[src/rtl/uart_spi_bridge.sv]
// Bridges UART and SPI. Two received bytes form one 16-bit SPI command word, high byte first.
// The 16-bit SPI response goes back out as two UART bytes, high byte first.
module uart_spi_bridge #(
    parameter int unsigned TIMEOUT_CYCLES = 5000
) (
    input  logic        clk,
    input  logic        rst_n,
    input  logic [7:0]  uart_rx_data,
    input  logic        uart_rx_valid,
    input  logic        uart_tx_busy,
    output logic [7:0]  uart_tx_data,
    output logic        uart_tx_start,
    output logic [15:0] spi_tx_data,
    output logic        spi_start,
    input  logic [15:0] spi_rx_data,
    input  logic        spi_done,
    output logic        bridge_busy,
    output logic        timeout_err,
    output logic        overrun_err
);

    localparam int unsigned CNT_W = (TIMEOUT_CYCLES > 1) ? $clog2(TIMEOUT_CYCLES) : 1;
    localparam logic [CNT_W-1:0] CNT_LAST = CNT_W'(TIMEOUT_CYCLES - 1);
    localparam logic [CNT_W-1:0] CNT_MAX  = '1;

    typedef enum logic [2:0] {
        IDLE,
        GOT_HI,
        SPI_REQ,
        SPI_WAIT,
        TX_HI,
        TX_HI_WAIT,
        TX_LO,
        TX_LO_WAIT
    } state_t;

    state_t      state_q, state_d;
    logic [7:0]  hi_byte_q, hi_byte_d;
    logic [15:0] resp_q, resp_d;
    logic [CNT_W-1:0] cnt_q, cnt_d;
    logic        guard_q, guard_d;

    logic [7:0]  tx_data_d;
    logic        tx_start_d;
    logic [15:0] spi_data_d;
    logic        spi_start_d;
    logic        busy_d;
    logic        timeout_d;
    logic        overrun_d;

    // State, holding registers and registered outputs
    always_ff @(posedge clk or negedge rst_n) begin
        if (!rst_n) begin
            state_q       <= IDLE;
            hi_byte_q     <= '0;
            resp_q        <= '0;
            cnt_q         <= '0;
            guard_q       <= 1'b0;
            uart_tx_data  <= '0;
            uart_tx_start <= 1'b0;
            spi_tx_data   <= '0;
            spi_start     <= 1'b0;
            bridge_busy   <= 1'b0;
            timeout_err   <= 1'b0;
            overrun_err   <= 1'b0;
        end else begin
            state_q       <= state_d;
            hi_byte_q     <= hi_byte_d;
            resp_q        <= resp_d;
            cnt_q         <= cnt_d;
            guard_q       <= guard_d;
            uart_tx_data  <= tx_data_d;
            uart_tx_start <= tx_start_d;
            spi_tx_data   <= spi_data_d;
            spi_start     <= spi_start_d;
            bridge_busy   <= busy_d;
            timeout_err   <= timeout_d;
            overrun_err   <= overrun_d;
        end
    end

    // Next-state and next-output logic
    always_comb begin
        state_d     = state_q;
        hi_byte_d   = hi_byte_q;
        resp_d      = resp_q;
        cnt_d       = cnt_q;
        guard_d     = 1'b0;
        tx_data_d   = uart_tx_data;
        tx_start_d  = 1'b0;
        spi_data_d  = spi_tx_data;
        spi_start_d = 1'b0;
        timeout_d   = 1'b0;
        overrun_d   = 1'b0;

        case (state_q)
            IDLE: begin
                if (uart_rx_valid) begin
                    hi_byte_d = uart_rx_data;
                    cnt_d     = '0;
                    state_d   = GOT_HI;
                end
            end
            GOT_HI: begin
                // A byte arriving in the expiry cycle takes priority over the timeout
                if (uart_rx_valid) begin
                    spi_data_d = {hi_byte_q, uart_rx_data};
                    state_d    = SPI_REQ;
                end else if (cnt_q == CNT_LAST) begin
                    timeout_d = 1'b1;
                    state_d   = IDLE;
                end else if (cnt_q != CNT_MAX) begin
                    cnt_d = cnt_q + CNT_W'(1);
                end
            end
            SPI_REQ: begin
                spi_start_d = 1'b1;
                state_d     = SPI_WAIT;
            end
            SPI_WAIT: begin
                if (spi_done) begin
                    resp_d  = spi_rx_data;
                    state_d = TX_HI;
                end
            end
            TX_HI: begin
                if (!uart_tx_busy) begin
                    tx_data_d  = resp_q[15:8];
                    tx_start_d = 1'b1;
                    guard_d    = 1'b1;
                    state_d    = TX_HI_WAIT;
                end
            end
            TX_HI_WAIT: begin
                // Transmitter may not have raised busy yet in the guard cycle
                if (!guard_q && !uart_tx_busy) begin
                    state_d = TX_LO;
                end
            end
            TX_LO: begin
                if (!uart_tx_busy) begin
                    tx_data_d  = resp_q[7:0];
                    tx_start_d = 1'b1;
                    guard_d    = 1'b1;
                    state_d    = TX_LO_WAIT;
                end
            end
            TX_LO_WAIT: begin
                if (!guard_q && !uart_tx_busy) begin
                    state_d = IDLE;
                end
            end
            default: begin
                state_d = IDLE;
            end
        endcase

        overrun_d = uart_rx_valid && !(state_q inside {IDLE, GOT_HI});
        busy_d    = !(state_d inside {IDLE, GOT_HI});
    end

endmodule

[config.mk]
export PLATFORM = sky130hd
export DESIGN_NAME = uart_spi_bridge
export DESIGN_NICKNAME = d
export VERILOG_FILES = /design/src/rtl/uart_spi_bridge.sv
export SDC_FILE = /design/constraint.sdc
export NUM_CORES = 1
export LEC_CHECK = 0
export CORE_MARGIN = 2
export CORE_UTILIZATION = 52
export DETAILED_ROUTE_END_ITERATION = 8
export PLACE_DENSITY = 0.88
export SKIP_CTS_REPAIR_TIMING = 1
export SYNTH_ARGS = -nofsm -noshare
export SYNTH_HDL_FRONTEND = slang
export SYNTH_SLANG_ARGS = --single-unit
[constraint.sdc]
create_clock -name clk -period 2.4 [get_ports clk]
set_input_delay 0.48 -clock clk [delete_from_list [all_inputs] [get_ports clk]]
set_output_delay 0.48 -clock clk [all_outputs]
set_load 0.03 [all_outputs]
# Word level (Yosys, flattened, before mapping)
# Index checks and enable logic that the tools add are counted.
word_totals:
  output_inout_bits: 29
  ff_bits: 69
op_classes:
  reduce_logical: 17
  n_eq_ne: 16
  addsub: 1
  muxes: 23
ops:
  columns: ["operator", "count"]
  rows:
  - ["$mux 13", 4]
  - ["$pmux 13 s2", 1]
  - ["$mux 3", 8]
  - ["$pmux 3 s8", 1]
  - ["$mux 8", 2]
  - ["$pmux 8 s2", 1]
  - ["$add 13x1->13 const B", 1]
  - ["$eq 13x13->1 const B", 1]
  - ["$ne 13x13->1 const B", 1]
  - ["$eq 3x3->1 const B", 4]
  - ["$ne 2x2->1 const B", 6]
  - ["$eq 3x1->1 const B", 2]
  - ["$eq 3x2->1 const B", 2]
  - ["$logic_not 3->1", 2]
  - ["$mux 1", 6]
  - ["$reduce_and 2->1", 3]
  - ["$reduce_bool 2->1", 3]
  - ["$reduce_and 5->1", 1]
  - ["$logic_not 1->1", 4]
  - ["$reduce_and 3->1", 1]
  - ["$logic_and 1x1->1", 2]
  - ["$reduce_or 2->1", 1]

# Longest topological paths before layout
# Gate-level depths: netlist of the first run.
logic_depth:
  depth_word: 7
  depth_mapped: 7
  ltp_nobuf: 6

# Worst setup path after synthesis of the first run
# OpenSTA, ideal clock, no wires.
synth_timing:
  path_type: "reg-to-reg"
  start: "register state_q[2]"
  end: "register spi_tx_data[10]"
  required_time_ps: 2272
  path_slack_ps: 615
  arrival_time_ps: 1657
  path_stages_with_launch: 7
  setup_time_ps: 128
  cell_sequence: "dfrtp_1 -> clkbuf_1 -> nor2_2 -> nand2_1 -> nor2_2 -> buf_4 -> mux2_1"
synth_between:
  elab_chain_cells: 2
synth_lines:
  columns: ["item", "line_no", "text"]
  rows:
  - ["start, declared", "37", "state_t state_q, state_d;"]
  - ["start signal, assigned", "67", "state_q <= state_d;"]
  - ["$eq 3x1->1", "96", "case (state_q)"]
  - ["$reduce_and 2->1 (no source line)", null, null]
  - ["end signal, assigned", "74", "spi_tx_data <= spi_data_d;"]
  - ["end, declared", "13", "output logic [15:0] spi_tx_data,"]
# Every way passes these cells.
# A chain may end at the register's enable or synchronous reset.

# Final worst setup path of the first run
layout_timing:
  start: "register cnt_q[4]"
  end: "register cnt_q[2]"
layout_between:
  elab_chain_cells: 3
  word_cells_on_any_way: 5
  cone_classes: "eq/ne: 4; reduce/logical: 1"
layout_lines:
  columns: ["item", "line_no", "text"]
  rows:
  - ["start, declared", "40", "logic [CNT_W-1:0] cnt_q, cnt_d;"]
  - ["start signal, assigned", "70", "cnt_q <= cnt_d;"]
  - ["$ne 13x13->1 or $eq 13x13->1 (tied branches)", "112, 109", null]
  - ["$ne 2x2->1 (no source line)", null, null]
  - ["$reduce_and 5->1 (no source line) *", null, null]
# Mark *: on every way between the ends. The rest lies on a longest branch, timed or not.

==> metrics.txt, run 1 <==
outcome=finished clean; synth warn=0; max_cap viols=0; clock sink count=69; clock share of power=0.209; Gate power share=0.390; Critical Path RT=roughly 2.6 ns; Cell Rows=28; Max stage delay on crit path=roughly 0.55 ns; RSZ-0062 raised after global routing=no; global route overflow=0; Initial Utilization=0.530; worst relative slew slack=0.531; Post-Syn Instances=262; pwr/cell area=between 1000 and 1500 mW/mm2; Setup CP Type=flip-flop to flip-flop; main combinational cell family by area after synthesis=multiplexers; top-level port count=58; Pre-Repair DR Iteration Count=4; later-pin clock latency in the skew report=0.34 ns; commonest cells after routing, fill and taps aside=dfrtp_1 (69), clkdlybuf4s50_1 (56), mux2_1 (41); post-synthesis register bit count=69; Die Height=81 um; PnR worst setup slack=0.464 ns; Worst Setup End Kind=flip-flop; Synth Area in Compound Gates=0.121; post-synthesis sequential area ratio=0.560; Reg power frac=0.402; asr flop ratio synth=1.00; global-route wire length before repair=between 10000 and 15000 um; commonest non-fill, non-tap cell in the layout=dfrtp_1; Vias=2335; final hold vios=0; drt via density=just under 6; I/O Buffers=57; clk slew on worst S/H paths=0.07 ns; initial antenna violation count=0; sw frac=0.380; layout cells sized above 1=0.119; crit path time final=roughly 1.9 ns; top_reg_cell synth=dfrtp_1; Final period util=0.807; reg2reg path depth=5; area share of and/or/nand/nor cells after synthesis=0.128; WP data arrival=2.18 ns; Hold Crit Class=input pin to asynchronous set/reset pin; Area Growth Syn to Fin=28.5%; EDFF count, synth=0; TNS Setup=0 ns; Worst VDD drop=between 700 and 800 uV; Cell variety after synth=47; Leakage Power=around 0.0017 uW; CTS buffer count=9; TritonCTS clock tree=built; Die Wd=81 um; Syn Std Cell Area=around 0.0031 mm2; final setup vio count=0; Nets=roughly 350; Routed Antenna Nets=0; gpl congestion=0.914; n_diodes=0; CTS root buf=clkbuf_8; clk buf depth=2; Place WS=0.146 ns; die area=roughly 0.0066 mm2; vias in the first global route=2340; Worst Tran Pin Value=0.703 ns; crit-path max FO=7; GRT Resource Usage Total=0.234; Setup Skew=0.00780 ns; mux share of post-synthesis cell area=0.156; Sw Pwr=1890 uW; Routed WL=approximately 7000 um; crit path launch type=flip-flop; Max Fclk=0.517 GHz; Post-Synth XOR/XNOR Area=0.00284; number of DRC markers in iteration 0=197; post-DR wirelength/cell=roughly 17 um; syn nets=292; pin count of the biggest net entering global routing=30; Final Max Tran Viols=0; Power Internal=3090 uW; Syn Area/Cell=roughly 12 um2; DRC Markers=0; Synth Area in Adders=0.00406; CP Cell Sequence=or4b_4 > nor3_4 > o21a_4 > nor2_4 > a311oi_2; Crit-path slowest cell=or4b_4; core area=0.00582 mm2; DPL Wire Length=between 4000 and 5000 um; H-tree levels=3
path summary, 6_finish.rpt:
kind	startpoint	endpoint	slack, ns
worst max-delay path	cnt_q[4]	cnt_q[2]	0.46
worst min-delay path	rst_n	guard_q	0.09
worst max register to register	cnt_q[4]	cnt_q[2]	0.46
worst min register to register	uart_tx_data[7]	uart_tx_data[7]	0.49
max in group asynchronous	rst_n	resp_q[8]	1.56
min in group clk	uart_tx_data[7]	uart_tx_data[7]	0.49
per-stage QoR:
step                total power, uW  utilization  instance area (um2)  std cells  hold WS [ns]
floorplan                      3190            -                 3080        262         0.184
global placement               3850        0.644                 3740        388         0.464
detailed placement             3960        0.644                 3740        388         0.468
CTS                            5020        0.681                 3960        404        0.0988
global route                   5310        0.681                 3960        404         0.120
finish                         4990        0.681                 3960        404        0.0944
critical path: cells and delay by family (launching register included):
family / cells / cell delay (ns)
AOI/OAI and AO/OA: 2 / 0.49
DFF: 1 / 0.45
and+or+nand+nor: 3 / 0.91
layout make-up:
cell class / instances / area, um2
Timing Repair Buffer: 65 / 626
Multi-Input combinational cell: 172 / 1270
Clock buffer: 9 / 124
Fill cell: 450 / 1850
Clock inverter: 7 / 96.3
Sequential cell: 69 / 1730
Tap cell: 75 / 93.8
Inverter: 7 / 26.3
cell families after synthesis:
group,after synthesis
compound gates,56
xor+xnor,1
fa+ha+maj,1
buf+inv,21
flops,69
mux,43
simple gates,71
synth_stat cells (4+ instances only):
cell      number  area, um2
o21ai_1       13       65.1
o21ai_0        5       25.0
o22ai_1        8       50.1
nor2_1         9       33.8
mux2_1        41        462
nand3_1        9       45.0
a31oi_1        6       37.5
nand2_1       23       86.3
inv_2          4       15.0
dfrtp_1       69       1730
clkbuf_1       8       30.0
o211ai_1       5       37.5
a21oi_1        6       30.0
and3_1         8       50.1
registers in the layout (all words and copies together), names as in the netlist:
name / cells
bridge_busy: 1
cnt_q: 13
guard_q: 1
hi_byte_q: 8
overrun_err: 1
resp_q: 16
spi_start: 1
spi_tx_data: 16
state_q: 3
timeout_err: 1
uart_tx_data: 8
per-layer routing:
metal  GRT usage  routed length, um
met3      0.0533                344
met4       0.100                114
met1       0.304               2910
met2       0.379               3450
met5           0                  0
power by group through the flow:
stage / Clock (uW) / Combinational (uW) / Sequential [uW]
after floorplan: 0 / 923 / 2270
after global placement: 0 / 1890 / 1970
after detailed placement: 0 / 1940 / 2010
after CTS: 1060 / 1960 / 2000
after global routing: 1120 / 2120 / 2070
final: 1040 / 1940 / 2000
No activity file was read; power rests on OpenSTA's default activity.
==> run 2, diff against run 1 <==
--- a/config.mk
+++ b/config.mk
@@ -6,9 +6,9 @@
 export NUM_CORES = 1
 export LEC_CHECK = 0
 export CORE_MARGIN = 2
-export CORE_UTILIZATION = 52
+export CORE_UTILIZATION = 47
 export DETAILED_ROUTE_END_ITERATION = 8
-export PLACE_DENSITY = 0.88
+export PLACE_DENSITY = 0.84
 export SKIP_CTS_REPAIR_TIMING = 1
 export SYNTH_ARGS = -nofsm -noshare
 export SYNTH_HDL_FRONTEND = slang
==> constraint.sdc (replaced) <==
create_clock -name clk -period 1.6 [get_ports clk]
set_input_delay 0.32 -clock clk [delete_from_list [all_inputs] [get_ports clk]]
set_output_delay 0.32 -clock clk [all_outputs]
set_load 0.03 [all_outputs]
==> metrics.txt, run 2 (same netlist as run 1, synthesis figures left out) <==
top-level port count=58; Final period util=1.13; Max Fclk=around 0.55 GHz; failing checks=setup timing; Setup CP Type=flip-flop to flip-flop; Max stage delay on crit path=0.55 ns; RSZ-0062 raised after global routing=yes; Seq. cell area=0.00173 mm2; clk buf depth=2; dpl cells=425; Nets=394; clock sink count=69; final hold vios=0; CTS buffer count=9; DRC Markers=0; later-pin clock latency in the skew report=0.34 ns; Cell Rows=29; crit path launch type=flip-flop; pwr/cell area=around 1800 mW/mm2; Place WS=-0.273 ns; Routed Antenna Nets=0; WP data arrival=between 2 and 2.5 ns; Die Height=85.0 um; Crit-path slowest cell=or4b_4; CTS root buf=clkbuf_8; CP Cell Sequence=or4b_4 > nor3_4 > o21a_4 > nor2_4 > a311oi_2; Routed WL=7320 um; global route overflow=0; Initial Utilization=0.486; n_diodes=0; area of the multi-input gates=0.00132 mm2; GRT Resource Usage Total=0.211; worst relative slew slack=0.751; global-route wire length before repair=about 12000 um; number of DRC markers in iteration 0=189; layout cells sized above 1=0.233; Hold Crit Class=input pin to asynchronous set/reset pin; Setup Skew=about 0.0068 ns; core area=0.00635 mm2; Pre-Repair DR Iteration Count=5; outcome=complete, but fails checks; vias in the first global route=approximately 2600; Leakage Power=0.00227 uW; final setup vio count=28; Worst Setup End Kind=flip-flop; Vias=2496; H-tree levels=3; Worst Tran Pin Value=0.371 ns; Area Growth Syn to Fin=43.1%; Design Area, Final=0.00441 mm2; Placed Instance Area=0.00407 mm2; max_cap viols=0; final core occ=0.695; crit path time final=1.81 ns; Fill cells=456; drt via density=5.60; Worst VDD drop=around 1100 uV; initial antenna violation count=0; DPL Wire Length=5120 um; overall power=slightly below 8000 uW; gpl congestion=between 0.9 and 1; TritonCTS clock tree=built; Die Wd=roughly 85 um; die area=0.00722 mm2; post-DR wirelength/cell=16.4 um; commonest cells after routing, fill and taps aside=dfrtp_1 (68), buf_4 (43), mux2_1 (41); I/O Buffers=between 50 and 60; PnR worst setup slack=-0.206 ns; Critical Path RT=1.86 ns; clk slew on worst S/H paths=0.08 ns; crit-path max FO=6; Top Registers=resp_q x16, spi_tx_data x16, cnt_q x13; Final Max Tran Viols=0; pin count of the biggest net entering global routing=26; post-route insts no fill=446; commonest non-fill, non-tap cell in the layout=dfrtp_1
run 2: through the flow:
stage	hold slack, ns	TNS, ns
2_1_floorplan	0.0244	-0.364
3_3_place_gp	0.228	-9.02
3_5_place_dp	0.222	-9.65
4_1_cts	-0.145	-4.67
5_1_grt	0.412	-3.34
6_report	0.388	-2.10
run 2: worst paths after layout:
| path | slack, ns | cells after the start | from | to |
|---|---|---|---|---|
| worst max-delay path | -0.21 | 5 | cnt_q[4] | cnt_q[2] |
| max in group asynchronous | 0.72 | 3 | rst_n | state_q[1] |
| worst min-delay path | 0.39 | 2 | rst_n | cnt_q[5] |
| worst max register to register | -0.21 | 5 | cnt_q[4] | cnt_q[2] |
| min in group clk | 0.48 | 1 | spi_tx_data[3] | spi_tx_data[3] |
| worst min register to register | 0.48 | 1 | spi_tx_data[3] | spi_tx_data[3] |
run 2: metal layers:
metal | wire (um) | track usage
met2 | 3640 | 0.352
met5 | 0 | 0
met1 | 3150 | 0.268
met3 | 423 | 0.0438
met4 | 118 | 0.0866
run 2: area by class of cell:
cell class / count / area share
Inverter: 7 / 0.00595
Timing Repair Buffer: 105 / 0.236
Tap cell: 77 / 0.0218
Multi-Input combinational cell: 172 / 0.300
Clock buffer: 9 / 0.0281
Sequential cell: 69 / 0.392
Clock inverter: 7 / 0.0167
run 2: where the power goes:
group          internal [uW]  total [uW]  switching (uW)
Combinational           1620        3500            1890
Sequential              2470        2870             399
Clock                    730        1430             702
Total                   4820        7800            2990
run 2: critical path, delay by kind of cell, from the launching register on:
kind / cells / cell delay (ns)
flip-flops: 1 / 0.41
AO/OA/AOI/OAI: 2 / 0.44
AND/OR/NAND/NOR: 3 / 0.86
